===== config.mk =====
export PLATFORM = sky130hd
export DESIGN_NAME = ua_pipe_flat
export DESIGN_NICKNAME = d
export VERILOG_FILES = /design/src/rtl/ua_pkg.sv /design/src/rtl/ua_if.sv /design/src/rtl/ua_alu.sv /design/src/rtl/ua_pipe.sv /design/src/flat_wrapper.sv
export SDC_FILE = /design/constraint.sdc
export NUM_CORES = 1
export LEC_CHECK = 0
export ABC_AREA = 1
export ABC_CLOCK_PERIOD_IN_PS = 10650
export BUFFER_PORTS_ARGS = -buffer_cell sky130_fd_sc_hd__buf_2
export CORE_ASPECT_RATIO = 2
export CORE_UTILIZATION = 40
export DETAILED_ROUTE_END_ITERATION = 10
export GPL_TIMING_DRIVEN = 0
export HOLD_SLACK_MARGIN = 0.08
export PLACE_DENSITY_LB_ADDON = 0.25
export SYNTH_ARGS = -nofsm -noshare
export SYNTH_HDL_FRONTEND = slang
export SYNTH_SLANG_ARGS = --single-unit
export TNS_END_PERCENT = 20

===== constraint.sdc =====
create_clock -name CLK -period 10.65 [get_ports CLK]
set_input_delay 2.13 -clock CLK [delete_from_list [all_inputs] [get_ports CLK]]
set_output_delay 2.13 -clock CLK [all_outputs]
set_load 0.01 [all_outputs]

===== src/rtl/ua_pkg.sv =====
// Shared op encodings and defaults for the ua_pipe arithmetic/address unit.
package ua_pkg;

  localparam int DEF_WIDTH = 16;
  localparam int DEF_TAG_W = 3;

  localparam logic [2:0] OP_NOP = 3'b000;
  localparam logic [2:0] OP_ADD = 3'b001;
  localparam logic [2:0] OP_SUB = 3'b010;
  localparam logic [2:0] OP_LDA = 3'b011;
  localparam logic [2:0] OP_STA = 3'b100;
  localparam logic [2:0] OP_AND = 3'b101;
  localparam logic [2:0] OP_OR  = 3'b110;
  localparam logic [2:0] OP_SLT = 3'b111;

  function automatic logic is_addsub(input logic [2:0] op);
    return (op == OP_ADD) || (op == OP_SUB);
  endfunction

endpackage


===== src/rtl/ua_if.sv =====
// Issue / CDB handshake bundle between reservation station, ua_pipe and the CDB.
interface ua_if #(
  parameter int WIDTH = 16,
  parameter int TAG_W = 3
);
  logic                   start;
  logic [TAG_W-1:0]       ID_in;
  logic [WIDTH-1:0]       Dado1;
  logic [WIDTH-1:0]       Dado2;
  logic [2:0]             op;
  logic                   flush;
  logic                   cdb_grant;
  logic                   ready;
  logic                   busy;
  logic                   confirmacao;
  logic [TAG_W+WIDTH-1:0] Resultado;
  logic                   overflow;
  logic                   illegal;

  modport master (
    output start, ID_in, Dado1, Dado2, op, flush, cdb_grant,
    input  ready, busy, confirmacao, Resultado, overflow, illegal
  );

  modport slave (
    input  start, ID_in, Dado1, Dado2, op, flush, cdb_grant,
    output ready, busy, confirmacao, Resultado, overflow, illegal
  );
endinterface


===== src/rtl/ua_alu.sv =====
// Combinational ALU for ua_pipe: add/sub/address, logic ops, signed set-less-than.
module ua_alu
  import ua_pkg::*;
#(
  parameter int WIDTH = DEF_WIDTH
) (
  input  logic [2:0]              op,
  input  logic signed [WIDTH-1:0] a,
  input  logic signed [WIDTH-1:0] b,
  output logic [WIDTH-1:0]        value,
  output logic                    overflow,
  output logic                    illegal
);

  logic signed [WIDTH-1:0] sum;
  logic signed [WIDTH-1:0] diff;

  assign sum  = a + b;
  assign diff = a - b;

  function automatic logic add_ovf(input logic signed [WIDTH-1:0] x, y, r);
    return (x[WIDTH-1] == y[WIDTH-1]) && (r[WIDTH-1] != x[WIDTH-1]);
  endfunction

  function automatic logic sub_ovf(input logic signed [WIDTH-1:0] x, y, r);
    return (x[WIDTH-1] != y[WIDTH-1]) && (r[WIDTH-1] != x[WIDTH-1]);
  endfunction

  always_comb begin
    value    = '0;
    overflow = 1'b0;
    illegal  = 1'b0;
    case (op)
      OP_ADD, OP_LDA, OP_STA: value = sum;
      OP_SUB:                 value = diff;
      OP_AND:                 value = a & b;
      OP_OR:                  value = a | b;
      OP_SLT:                 value = {{(WIDTH-1){1'b0}}, (a < b)};
      default:                illegal = 1'b1;
    endcase
    // Address ops wrap silently; only true arithmetic reports overflow.
    if (is_addsub(op)) begin
      overflow = (op == OP_ADD) ? add_ovf(a, b, sum) : sub_ovf(a, b, diff);
    end
  end

endmodule


===== src/rtl/ua_pipe.sv =====
// Pipelined tagged arithmetic unit: LATENCY register stages, CDB back-pressure, flush.
module ua_pipe
  import ua_pkg::*;
#(
  parameter int WIDTH   = DEF_WIDTH,
  parameter int TAG_W   = DEF_TAG_W,
  parameter int LATENCY = 3
) (
  input logic CLK,
  input logic CLR,
  ua_if.slave bus
);

  logic                    stall;
  logic                    ready_c;
  logic                    accept;
  logic                    vld_alu;
  logic                    vld_any;
  logic [TAG_W-1:0]        tag_alu;
  logic [2:0]              op_alu;
  logic signed [WIDTH-1:0] a_alu;
  logic signed [WIDTH-1:0] b_alu;
  logic [WIDTH-1:0]        val_alu;
  logic                    ovf_alu;
  logic                    ill_alu;

  logic                    conf_q;
  logic [TAG_W+WIDTH-1:0]  res_q;
  logic                    ovf_q;
  logic                    ill_q;

  assign stall   = conf_q && !bus.cdb_grant;
  assign ready_c = !bus.flush && !stall;
  assign accept  = bus.start && ready_c;

  generate
    if (LATENCY == 1) begin : g_direct
      assign vld_alu = accept;
      assign tag_alu = bus.ID_in;
      assign op_alu  = bus.op;
      assign a_alu   = bus.Dado1;
      assign b_alu   = bus.Dado2;
      assign vld_any = 1'b0;
    end else begin : g_stages
      localparam int N = LATENCY - 1;

      logic [N:1]              vld_p;
      logic [TAG_W-1:0]        tag_p [1:N];
      logic [2:0]              op_p  [1:N];
      logic signed [WIDTH-1:0] a_p   [1:N];
      logic signed [WIDTH-1:0] b_p   [1:N];

      // Stages 1..N: operand carry; bubbles hold in place on stall.
      always_ff @(posedge CLK or negedge CLR) begin
        if (!CLR) begin
          vld_p <= '0;
        end else if (bus.flush) begin
          vld_p <= '0;
        end else if (!stall) begin
          vld_p[1] <= accept;
          for (int i = 2; i <= N; i++) vld_p[i] <= vld_p[i-1];
        end
      end

      always_ff @(posedge CLK) begin
        if (!stall) begin
          tag_p[1] <= bus.ID_in;
          op_p[1]  <= bus.op;
          a_p[1]   <= bus.Dado1;
          b_p[1]   <= bus.Dado2;
          for (int i = 2; i <= N; i++) begin
            tag_p[i] <= tag_p[i-1];
            op_p[i]  <= op_p[i-1];
            a_p[i]   <= a_p[i-1];
            b_p[i]   <= b_p[i-1];
          end
        end
      end

      assign vld_alu = vld_p[N];
      assign tag_alu = tag_p[N];
      assign op_alu  = op_p[N];
      assign a_alu   = a_p[N];
      assign b_alu   = b_p[N];
      assign vld_any = |vld_p;
    end
  endgenerate

  ua_alu #(.WIDTH(WIDTH)) u_alu (
    .op       (op_alu),
    .a        (a_alu),
    .b        (b_alu),
    .value    (val_alu),
    .overflow (ovf_alu),
    .illegal  (ill_alu)
  );

  // Output stage: presented result, held stable while the CDB withholds grant.
  always_ff @(posedge CLK or negedge CLR) begin
    if (!CLR) begin
      conf_q <= 1'b0;
      res_q  <= '0;
      ovf_q  <= 1'b0;
      ill_q  <= 1'b0;
    end else if (bus.flush) begin
      conf_q <= 1'b0;
    end else if (!stall) begin
      conf_q <= vld_alu;
      if (vld_alu) begin
        res_q <= {tag_alu, val_alu};
        ovf_q <= ovf_alu;
        ill_q <= ill_alu;
      end
    end
  end

  assign bus.ready       = ready_c;
  assign bus.busy        = vld_any || conf_q;
  assign bus.confirmacao = conf_q;
  assign bus.Resultado   = res_q;
  assign bus.overflow    = ovf_q;
  assign bus.illegal     = ill_q;

endmodule


===== src/flat_wrapper.sv =====
// flat-port wrapper written by rule: the top's interface ports become plain ports
module ua_pipe_flat import ua_pkg::*;
#(
  parameter int WIDTH   = DEF_WIDTH,
  parameter int TAG_W   = DEF_TAG_W,
  parameter int LATENCY = 3
)
  (CLK, CLR, bus_start, bus_ID_in, bus_Dado1, bus_Dado2, bus_op, bus_flush, bus_cdb_grant, bus_ready, bus_busy, bus_confirmacao, bus_Resultado, bus_overflow, bus_illegal);
  ua_if #(.WIDTH(WIDTH), .TAG_W(TAG_W)) bus_i ();
  input logic CLK;
  input logic CLR;
  input wire logic [$bits(bus_i.start)-1:0] bus_start;
  input wire logic [$bits(bus_i.ID_in)-1:0] bus_ID_in;
  input wire logic [$bits(bus_i.Dado1)-1:0] bus_Dado1;
  input wire logic [$bits(bus_i.Dado2)-1:0] bus_Dado2;
  input wire logic [$bits(bus_i.op)-1:0] bus_op;
  input wire logic [$bits(bus_i.flush)-1:0] bus_flush;
  input wire logic [$bits(bus_i.cdb_grant)-1:0] bus_cdb_grant;
  output wire logic [$bits(bus_i.ready)-1:0] bus_ready;
  output wire logic [$bits(bus_i.busy)-1:0] bus_busy;
  output wire logic [$bits(bus_i.confirmacao)-1:0] bus_confirmacao;
  output wire logic [$bits(bus_i.Resultado)-1:0] bus_Resultado;
  output wire logic [$bits(bus_i.overflow)-1:0] bus_overflow;
  output wire logic [$bits(bus_i.illegal)-1:0] bus_illegal;
  assign bus_i.start = bus_start;
  assign bus_i.ID_in = bus_ID_in;
  assign bus_i.Dado1 = bus_Dado1;
  assign bus_i.Dado2 = bus_Dado2;
  assign bus_i.op = bus_op;
  assign bus_i.flush = bus_flush;
  assign bus_i.cdb_grant = bus_cdb_grant;
  assign bus_ready = bus_i.ready;
  assign bus_busy = bus_i.busy;
  assign bus_confirmacao = bus_i.confirmacao;
  assign bus_Resultado = bus_i.Resultado;
  assign bus_overflow = bus_i.overflow;
  assign bus_illegal = bus_i.illegal;
  ua_pipe #(.WIDTH(WIDTH), .TAG_W(TAG_W), .LATENCY(LATENCY)) u_core (.CLK(CLK), .CLR(CLR), .bus(bus_i));
endmodule

==> results.md, run 1 <==
- Outcome: finished clean
- Ys async rst share: 0.240
- Diode count: 0
- First-pass GRT wire length: 24.8 mm
- Post-Route WL: 15.8 mm
- DRC Markers: 0
- Max-slew headroom: 0.499
- Hold_ws: 0.416 ns
- Slew Viols, Final: 0
- Count of final setup violators: 0
- Nets: 871
- Syn avg cell area: 8.56 sq um
- Share of the synthesized area in the top cell type: 0.382
- Clk sinks: 100
- Minimum clock period: 5.35 ns
- Core Area: 14400 sq um
- CTS tree: built
- Synth warnings: 0
- WP data required: 8.52 ns
- Crit end category: output port
- Final HPWL DP: 12.4 mm
- Leading area contributor after synthesis: edfxtp_1
- RSZ-0062 raised after global routing: false
- Worst VDD drop: 0.116 mV
- Clk_skew: 0.00890 ns
- Cts bufs inserted: 9
- PwrDens: 164 nW/um^2
- Fin worst setup slack: 5.30 ns
- Critical Path AT: 3.22 ns
- Main synth FF type: edfxtp_1
- DR pass1 iterations: 5
- Area grow syn2layout: 15.9%
- Clk slew on worst S/H paths: 0.07 ns
- Pwr Total: 1140 uW
- Worst Setup Start Kind: input port
- Routed wire length per instance: 16.2 um
- Vias per cell: 4.94
- Register area share after synthesis: 0.483
- Root Driver: clkbuf_16
- Setup bufs post-CTS: 0
- Die X: 88.4 um
- Post-synth EDFFs: 76
- Global route overflow: 0
- Max Buffers Root-to-Sink: 2
- CTS Hold Buffers Added: 0
- Flops & latches, synth: 100
- Vias: 4803
- Static leakage: 0.00357 uW
- Max_cap viols: 0
- Share of layout cells above drive strength 1: 0.141
- Library cells used by synthesis: 36
- Post-synth design cell area: 5970 sq um
- Fmax: 187 MHz
- Place WS: 5.26 ns
- Die Y: 175 um
- Tcrit/Tclk final: 0.502
- 1st-iter DRT viols: 197
- Largest net degree at the start of global routing: 58
- Antenna Nets Post-Route: 0
- TNS Setup: 0 ns
- Routability cong.: 0.871
- Slew @ Worst Pin: 0.751 ns
- Antenna violations before repair: 0
- Area post-placement: 6580 sq um
- Htree depth: 3
- GRT Total Usage: 0.221
- Kind of critical path: input port to output port
- Final hold viol count: 0
- Dominant cells by area after synthesis: edfxtp_1 (38%), nand2_1 (13%), ha_1 (11%), dfrtp_1 (10%), inv_1 (7.2%)
- Fillers: 1466
- Final instance area: 6920 sq um
- PostCTS Resize Cnt: 0
- Vias in the first global route: 4929
- I/O pins: 67
- Die area: 15400 sq um
- IO Port Bufs: 66
- Hold Path Class: register to register
- Initial core utilization: 0.414
- Latest clock arrival within the worst-skew pair: 0.35 ns
- Commonest cells in the netlist: nand2_1 (213), inv_1 (114), edfxtp_1 (76), nand3_1 (72), ha_1 (51)
- Synthesized instance count: 697
- Row cnt: 62
- Syn Nets: 793
- Top-count cell post-synth: nand2_1
- Crit-path max FO: 57
==> critical path, cell delays in order <==
cell and delay, ns:
buf_2 0.08, inv_1 0.06, nand2_4 0.27, buf_16 0.30
nand2_1 0.15, inv_1 0.09, buf_2 0.13
==> through the flow <==
step,utilization,std cells
finish,0.479,972
global route,0.479,972
CTS,0.479,972
detailed placement,0.456,956
global placement,0.453,955
floorplan,-,697
==> sequential cells by signal, summed over array words and instances (netlist names) <==
| signal | cells |
|---|---|
| u_core.g_stages.a_p | 32 |
| u_core.g_stages.b_p | 32 |
| u_core.bus.Resultado | 19 |
| u_core.g_stages.op_p | 6 |
| u_core.g_stages.tag_p | 6 |
| u_core.g_stages.vld_p | 2 |
| u_core.bus.confirmacao | 1 |
| u_core.bus.illegal | 1 |
| u_core.bus.overflow | 1 |
==> per-layer routing <==
| layer | track usage | part of all wire | vias to the layer above | wire (um) |
|---|---|---|---|---|
| met2 | 0.416 | 0.56 | 123 | 8890 |
| met4 | 0.136 | 0.058 | 0 | 921 |
| met1 | 0.217 | 0.35 | 2248 | 5500 |
| met3 | 0.0307 | 0.029 | 39 | 457 |
| met5 | 0 | 0 | - | 0 |
| li1 | - | - | 2393 | - |
==> logic make-up after synthesis <==
group | synth area share
AND/OR/NAND/NOR | 0.245
buffers and inverters | 0.0983
flip-flops | 0.483
AO/OA/AOI/OAI | 0.0583
adder cells (fa/ha/maj) | 0.114
XOR/XNOR | 0.00147
==> area by class of cell <==
type                    count  area [sq um]  area share
flip-flops and latches    100          2880       0.417
clock buffers              11           233      0.0336
inverters                 118           443      0.0640
plain buffers              19           144      0.0208
repair buffers             67           358      0.0517
clock inverters             5           109      0.0157
multi-input cells         460          2510       0.363
well taps                 192           240      0.0347
==> power breakdown <==
part           total, uW  leakage (uW)  internal [uW]  switching [uW]
logic                272       0.00230           98.1             174
clock network        377      0.000162            232             145
registers            488       0.00111            465            23.1
==> placed cells by master, fill, tap and decap left out, types with 3 or more instances in the layout <==
cell	netlist	routed
inv_1	114	114
buf_2	4	70
o2111ai_1	3	3
nor2_1	38	38
a21oi_1	22	22
bufinv_16	0	3
o22ai_1	3	3
o22a_1	4	4
inv_2	3	3
dfrtp_1	24	24
clkbuf_1	3	5
nand2_1	213	212
o21bai_1	3	3
clkbuf_16	0	9
ha_1	51	51
buf_6	6	6
o21ai_0	13	13
nor3_1	5	5
nand3_1	72	72
a31oi_1	6	6
nand4_1	8	8
edfxtp_1	76	76
buf_4	6	6
==> final timing paths <==
path / startpoint / endpoint / slack [ns] / cells past startpoint
setup / recovery: bus_cdb_grant / bus_ready / 5.30 / 7
max in group asynchronous: CLR / u_core.bus.Resultado[4] / 8.40 / 1
hold / removal: u_core.g_stages.a_p[1][1] / u_core.g_stages.a_p[2][1] / 0.42 / 0
setup reg to reg: u_core.g_stages.b_p[2][0] / u_core.bus.Resultado[14] / 8.17 / 12
hold reg to reg: u_core.g_stages.a_p[1][1] / u_core.g_stages.a_p[2][1] / 0.42 / 0
min in group asynchronous: CLR / u_core.bus.Resultado[13] / 1.81 / 1
(Power assumes the default switching activity.)
==> run 2, diff against run 1 <==
--- a/config.mk
+++ b/config.mk
@@ -5,8 +5,8 @@
 export SDC_FILE = /design/constraint.sdc
 export NUM_CORES = 1
 export LEC_CHECK = 0
-export ABC_AREA = 1
-export ABC_CLOCK_PERIOD_IN_PS = 10650
+export ABC_AREA = 0
+export ABC_CLOCK_PERIOD_IN_PS = 4300
 export BUFFER_PORTS_ARGS = -buffer_cell sky130_fd_sc_hd__buf_2
 export CORE_ASPECT_RATIO = 2
 export CORE_UTILIZATION = 40
==> constraint.sdc (replaced) <==
create_clock -name CLK -period 4.3 [get_ports CLK]
set_input_delay 0.86 -clock CLK [delete_from_list [all_inputs] [get_ports CLK]]
set_output_delay 0.86 -clock CLK [all_outputs]
set_load 0.01 [all_outputs]
==> run 2 against run 1 <==
Effect of this change: critical path depth increased by 1; register-to-register slack got worse by 6.7 ns; via count decreased by 8.2%; clock skew about the same; critical endpoint is now u_core.bus.Resultado[0].
==> results.md, run 2 <==
- Static leakage: 0.00280 uW (was 0.00357 uW)
- Ys async rst share: 0.240 (unchanged)
- Utilization after layout: 0.473 (was 0.479)
- I/O pins: 67 (unchanged)
- Most frequent cells in the layout: edfxtp_1 (76), buf_2 (72), nand2_1 (52), ha_1 (51), inv_1 (46) (was nand2_1 (212), inv_1 (114), edfxtp_1 (76), nand3_1 (72), buf_2 (70))
- Hold_sp: u_core.g_stages.b_p[1][10] (was u_core.g_stages.a_p[1][1])
- CTS Hold Buffers Added: 0 (unchanged)
- Crit-path max FO: 3 (was 57)
- Max_cap viols: 0 (unchanged)
- Library cells used by synthesis: 59 (was 36)
- Most Crowded Layer GR: met2 (unchanged)
- Worst Setup Start Kind: register (was input port)
- Critical Path AT: 3.10 ns (was 3.22 ns)
- Hold_ws: 0.418 ns (was 0.416 ns)
- M2 GR Usage: 0.344 (was 0.416)
- Leading area contributor after synthesis: edfxtp_1 (unchanged)
- Crit end category: register (was output port)
- Final hold viol count: 0 (unchanged)
- GRT Total Usage: 0.195 (was 0.221)
- Most common cell after layout, fill and taps aside: edfxtp_1 (was nand2_1)
- Dominant cells by area after synthesis: edfxtp_1 (40%), ha_1 (11%), dfrtp_1 (10%), a21oi_1 (3.5%), nand2_1 (3.4%) (was edfxtp_1 (38%), nand2_1 (13%), ha_1 (11%), dfrtp_1 (10%), inv_1 (7.2%))
- Nets: 707 (was 871)
- Clk_skew: 0.00937 ns (was 0.00890 ns)
- Top-count cell post-synth: edfxtp_1 (was nand2_1)
- Count of final setup violators: 0 (unchanged)
- Fin worst setup slack: 1.43 ns (was 5.30 ns)
- Core Area: 14000 sq um (was 14400 sq um)
- Main synth FF type: edfxtp_1 (unchanged)
- Setup bufs post-CTS: 0 (unchanged)
- Vias per cell: 5.48 (was 4.94)
- Tcrit/Tclk final: 0.668
- Met3 Use GR: 0.0312 (was 0.0307)
- Syn Nets: 631 (was 793)
- Final HPWL DP: 10.5 mm (was 12.4 mm)
- Fmax: 348 MHz
- Die X: 86.6 um (was 88.4 um)
- Routed wire length per instance: 17.2 um (was 16.2 um)
- Initial core utilization: 0.410 (was 0.414)
- Clk slew on worst S/H paths: 0.08 ns (was 0.07 ns)
- Max Buffers Root-to-Sink: 2 (unchanged)
- Htree depth: 3 (unchanged)
- CP max-delay cell: o41ai_2 (was buf_16)
- CTS tree: built (unchanged)
- Antenna violations before repair: 0 (unchanged)
- Flops & latches, synth: 100 (unchanged)
- Area grow syn2layout: 15.3% (was 15.9%)
- Register area share after synthesis: 0.503 (was 0.483)
- Kind of critical path: register to register (was input port to output port)
- Crit-path cells: ha_1 -> fa_1 -> o21bai_2 -> a2111oi_4 -> o41ai_2 -> a211oi_2 -> nor4b_1 -> o41ai_1 (was buf_2 -> inv_1 -> nand2_4 -> buf_16 -> nand2_1 -> inv_1 -> buf_2)
- 1st-iter DRT viols: 288 (was 197)
- Worst VDD drop: 0.202 mV (was 0.116 mV)
- Synthesized instance count: 535 (was 697)
- WP data required: 4.53 ns (was 8.52 ns)
- Vias: 4411 (was 4803)
- Place WS: 1.36 ns (was 5.26 ns)
- Outcome: finished clean (unchanged)
- CP max stage delay: 0.51 ns (was 0.30 ns)
- TNS Setup: 0 ns (unchanged)
- Syn avg cell area: 10.7 sq um (was 8.56 sq um)
- Post-synth design cell area: 5730 sq um (was 5970 sq um)
- PwrDens: 401 nW/um^2 (was 164 nW/um^2)
- Vias in the first global route: 4374 (was 4929)
- Launch instance of the worst register-to-register path: u_core.g_stages.b_p[2][0] (unchanged)
- Cts bufs inserted: 9 (unchanged)
- Share of the synthesized area in the top cell type: 0.399 (was 0.382)
- Final instance area: 6600 sq um (was 6920 sq um)
- Max-slew headroom: 0.353 (was 0.499)
- Die area: 14800 sq um (was 15400 sq um)
- M1 GR Usage: 0.218 (was 0.217)
- Minimum clock period: 2.87 ns
- Commonest cells in the netlist: edfxtp_1 (76), nand2_1 (52), ha_1 (51), inv_1 (47), a21oi_1 (40) (was nand2_1 (213), inv_1 (114), edfxtp_1 (76), nand3_1 (72), ha_1 (51))
- Largest net degree at the start of global routing: 80 (was 58)
- Root Driver: clkbuf_16 (unchanged)
- Hold Path Class: register to register (unchanged)
- Clk sinks: 100 (unchanged)
- Global route overflow: 0 (unchanged)
- Die Y: 171 um (was 175 um)
- Share of layout cells above drive strength 1: 0.166 (was 0.141)
- Latest clock arrival within the worst-skew pair: 0.36 ns (was 0.35 ns)
- Crit path launch: u_core.g_stages.b_p[2][0] (was bus_cdb_grant)
- Post-synth EDFFs: 76 (unchanged)
- IO Port Bufs: 65 (was 66)
- Row cnt: 61 (was 62)
- Area post-placement: 6290 sq um (was 6580 sq um)
- PostCTS Resize Cnt: 0 (unchanged)
- First-pass GRT wire length: 21.7 mm (was 24.8 mm)
- Post-Route WL: 13.8 mm (was 15.8 mm)
- Diode count: 0 (unchanged)
- Slew @ Worst Pin: 0.971 ns (was 0.751 ns)
- DR pass1 iterations: 5 (unchanged)
- RSZ-0062 raised after global routing: false (unchanged)
- DRC Markers: 0 (unchanged)
- Synth warnings: 0 (unchanged)
- Routability cong.: 0.900 (was 0.871)
- Slew Viols, Final: 0 (unchanged)
- Antenna Nets Post-Route: 0 (unchanged)
-- run 2: cell families (layout without fill, tap and decap cells) --
kind of cell,after synthesis,count (layout),synth area share
AOI/OAI and AO/OA,157,157,0.195
and+or+nand+nor,137,137,0.111
DFF,100,100,0.503
buffers and inverters,75,156,0.0507
adders and majority gates,53,53,0.118
xor gates and xnor gates,7,7,0.0107
muxes,6,6,0.0109
-- run 2: area by class of cell --
type | count | area (sq um)
clock buffer | 9 | 225
buffer | 28 | 114
sequential | 100 | 2880
fill | 1333 | 7370
inverter | 47 | 179
clock inverter | 7 | 86.3
tap | 189 | 236
multi-input combinational | 360 | 2550
timing repair buffer | 65 | 325
-- run 2: path summary, 6_finish.rpt --
| kind | endpoint | slack (ns) | cells past startpoint |
|---|---|---|---|
| setup / recovery | u_core.bus.Resultado[0] | 1.43 | 8 |
| setup reg to reg | u_core.bus.Resultado[0] | 1.43 | 8 |
| max in group asynchronous | u_core.g_stages.vld_p[2] | 3.44 | 1 |
| hold / removal | u_core.g_stages.b_p[2][10] | 0.42 | 0 |
| min in group asynchronous | u_core.bus.Resultado[3] | 0.49 | 1 |
| hold reg to reg | u_core.g_stages.b_p[2][10] | 0.42 | 0 |
-- run 2: through the flow --
stage,instances,power (uW)
after global routing,805,2780
after floorplan,535,1620
final,805,2640
after global placement,789,1820
after detailed placement,789,1830
after CTS,805,2670
-- run 2: where the power goes --
group	leakage, uW	internal, uW	switching (uW)	total (uW)
clock	0.000151	420	413	832
sequential	0.00109	1150	56.2	1200
combinational	0.00155	234	375	609
-- run 2: per-layer routing --
metal,wire (um),vias to the layer above
met4,678,0
met2,7080,176
met1,5360,2075
li1,-,2114
met3,694,46
met5,0,-
-- run 2: critical path: cells and delay by family, from the launching register on --
kind | cells | cell delay, ns
flip-flops | 1 | 0.43
AND/OR/NAND/NOR | 1 | 0.34
adder cells (fa/ha/maj) | 2 | 0.75
AO/OA/AOI/OAI | 5 | 1.22
==> run 3, diff against run 2 <==
--- a/config.mk
+++ b/config.mk
@@ -6,7 +6,7 @@
 export NUM_CORES = 1
 export LEC_CHECK = 0
 export ABC_AREA = 0
-export ABC_CLOCK_PERIOD_IN_PS = 4300
+export ABC_CLOCK_PERIOD_IN_PS = 2600
 export BUFFER_PORTS_ARGS = -buffer_cell sky130_fd_sc_hd__buf_2
 export CORE_ASPECT_RATIO = 2
 export CORE_UTILIZATION = 40
==> constraint.sdc (replaced) <==
create_clock -name CLK -period 2.6 [get_ports CLK]
set_input_delay 0.52 -clock CLK [delete_from_list [all_inputs] [get_ports CLK]]
set_output_delay 0.52 -clock CLK [all_outputs]
set_load 0.01 [all_outputs]
==> run 3 against run 2 <==
Effect of this change: final cell count up 0.75%; global-route usage rose by 0.53 points; fmax grew 14%; critical path type unchanged; die area is the same; via count increased by 0.25%; clock-buffer cell count unchanged; critical path depth up 1; design area is 2.4% higher; worst hold slack got worse by 0.28 ns; wire length is 1.3% higher.
==> results.md, run 3 (synthesis gave the netlist of run 2 again) <==
- Routed wire length per instance: 17.2 um (about the same)
- DR pass1 iterations: 7 (was 5)
- IO Port Bufs: 65 (unchanged)
- Final HPWL DP: 10.6 mm (was 10.5 mm)
- Vias per cell: 5.45 (was 5.48)
- Net Switching: 1430 uW (was 844 uW)
- GRT Total Usage: 0.201 (was 0.195)
- Fillers: 1340 (was 1333)
- Cts bufs inserted: 9 (unchanged)
- Core Area: 14000 sq um (unchanged)
- WP data required: 2.84 ns (was 4.53 ns)
- Sw Ratio: 0.322 (was 0.319)
- Latest clock arrival within the worst-skew pair: 0.36 ns (about the same)
- CP max stage delay: 0.44 ns (was 0.51 ns)
- Slew Viols, Final: 0 (unchanged)
- Minimum clock period: 2.52 ns (was 2.87 ns)
- Vias: 4422 (was 4411)
- Crit-path max FO: 3 (unchanged)
- Worst Setup Start Kind: register (unchanged)
- Max Buffers Root-to-Sink: 2 (unchanged)
- Logic pwr share: 0.238 (was 0.230)
- I/O pins: 67 (unchanged)
- Max-slew headroom: 0.535 (was 0.353)
- Crit end category: register (unchanged)
- Critical R2R Capture: u_core.bus.Resultado[12] (was u_core.bus.Resultado[0])
- Count of final setup violators: 0 (unchanged)
- Tcrit/Tclk final: 0.968 (was 0.668)
- 1st-iter DRT viols: 414 (was 288)
- Initial core utilization: 0.410 (unchanged)
- Static leakage: 0.00285 uW (was 0.00280 uW)
- Clk network pwr share: 0.314 (was 0.315)
- Area grow syn2layout: 18.1% (was 15.3%)
- Global route overflow: 0 (unchanged)
- CTS tree: built (unchanged)
- Utilization after layout: 0.484 (was 0.473)
- CP max-delay cell: a2111oi_4 (was o41ai_2)
- Cell-internal power: 3010 uW (was 1800 uW)
- Slew @ Worst Pin: 0.692 ns (was 0.971 ns)
- Crit-path cells: inv_2 -> ha_2 -> fa_2 -> o21bai_4 -> a2111oi_4 -> o41ai_4 -> a211oi_2 -> xnor2_1 -> a211o_1 (was ha_1 -> fa_1 -> o21bai_2 -> a2111oi_4 -> o41ai_2 -> a211oi_2 -> nor4b_1 -> o41ai_1)
- Fin worst setup slack: 0.0829 ns (was 1.43 ns)
- Post-Route WL: 14.0 mm (was 13.8 mm)
- Diode count: 0 (unchanged)
- Antenna violations before repair: 0 (unchanged)
- RSZ-0062 raised after global routing: true (was false)
- Vias in the first global route: 4443 (was 4374)
- Largest net degree at the start of global routing: 49 (was 80)
- Clk_skew: 0.0109 ns (was 0.00937 ns)
- TNS Setup: 0 ns (unchanged)
- Register-to-Register Path Depth: 9 (was 8)
- Root Driver: clkbuf_16 (unchanged)
- Most common cell after layout, fill and taps aside: edfxtp_1 (unchanged)
- Worst R2R Setup Slack: 0.08 ns (was 1.43 ns)
- Max_cap viols: 0 (unchanged)
- Outcome: finished clean (unchanged)
- First-pass GRT wire length: 22.3 mm (was 21.7 mm)
- DRC Markers: 0 (unchanged)
- PwrDens: 658 nW/um^2 (was 401 nW/um^2)
- Nets: 713 (was 707)
- Clk sinks: 100 (unchanged)
- Routability cong.: 0.907 (was 0.900)
- Final hold viol count: 0 (unchanged)
- Share of layout cells above drive strength 1: 0.201 (was 0.166)
- Die Y: 171 um (unchanged)
- Clk slew on worst S/H paths: 0.08 ns (about the same)
- Flop pwr share: 0.447 (was 0.455)
- Pwr Total: 4450 uW (was 2640 uW)
- Fmax: 397 MHz (was 348 MHz)
- Crit path to: u_core.bus.Resultado[12] (was u_core.bus.Resultado[0])
- Place WS: -0.329 ns (was 1.36 ns)
- Die X: 86.6 um (unchanged)
- Antenna Nets Post-Route: 0 (unchanged)
- Hold_ws: 0.136 ns (was 0.418 ns)
- Most frequent cells in the layout: edfxtp_1 (76), buf_2 (71), nand2_1 (52), ha_1 (48), inv_1 (45) (was edfxtp_1 (76), buf_2 (72), nand2_1 (52), ha_1 (51), inv_1 (46))
- Kind of critical path: register to register (unchanged)
- Htree depth: 3 (unchanged)
- Row cnt: 61 (unchanged)
- Hold Path Class: input port to asynchronous set/reset pin (was register to register)
- Launch instance of the worst register-to-register path: u_core.g_stages.a_p[2][0] (was u_core.g_stages.b_p[2][0])
- Crit path launch: u_core.g_stages.a_p[2][0] (was u_core.g_stages.b_p[2][0])
- Critical Path AT: 2.75 ns (was 3.10 ns)
- Worst VDD drop: 0.445 mV (was 0.202 mV)
- Die area: 14800 sq um (unchanged)
[run 3: cell types whose count changed in the layout (fill, tap and decap cells not counted), sizes merged]
cell and change:
buf +6, clkinvlp +1, inv -1
[run 3: final cells by class]
cell class	count	area, sq um	area share
flip-flops and latches	100	2880	0.427
multi-input cells	360	2630	0.389
repair buffers	71	383	0.0566
well taps	189	236	0.0350
clock buffers	9	225	0.0333
inverters	47	180	0.0267
plain buffers	28	123	0.0181
clock inverters	7	96.3	0.0143
[run 3: worst min-delay path by stage]
| stage | cells past startpoint | slack (ns) | end |
|---|---|---|---|
| after floorplan | 0 | 0.22 | u_core.bus.Resultado[0] |
| after global placement | 0 | 0.40 | u_core.g_stages.b_p[2][13] |
| after detailed placement | 0 | 0.41 | u_core.g_stages.a_p[2][10] |
| after CTS | 1 | 0.15 | u_core.bus.Resultado[18] |
| after global routing | 1 | 0.18 | u_core.bus.Resultado[16] |
| final | 1 | 0.14 | u_core.bus.Resultado[1] |
[run 3: per-layer routing]
layer | vias up | GRT usage | wire length [um]
met1 | 2102 | 0.223 | 5460
met2 | 151 | 0.361 | 7490
met5 | - | 0 | 0
met4 | 0 | 0.100 | 466
met3 | 38 | 0.0350 | 570
li1 | 2131 | - | -
[run 3: what timing repair did]
action / 4_1_cts / 5_1_grt
hold buffers: 0 / 0
gates resized for setup: 9 / 19
setup endpoints to repair: 8 / 10
pin swaps: 3 / 5
hold endpoints to repair: 0 / 0
setup buffers: 2 / 3
[run 3: power by group through the flow]
stage / registers, uW / logic, uW / clock network (uW)
detailed placement: 2030 / 1000 / 0
floorplan: 2050 / 627 / 0
global placement: 2020 / 984 / 0
CTS: 1990 / 1030 / 1450
finish: 1990 / 1060 / 1400
global route: 2010 / 1170 / 1510
[run 3: critical path, delay by kind of cell (launching register included)]
family          cells  cell delay (ns)
flops               1             0.41
xor+xnor            1             0.10
compound gates      5             1.37
buf+inv             1             0.08
fa+ha+maj           2             0.43
[run 3: stage by stage]
step                area (sq um)  cells
floorplan                   5730    535
global route                6760    811
CTS                         6690    808
finish                      6760    811
global placement            6290    789
detailed placement          6310    790
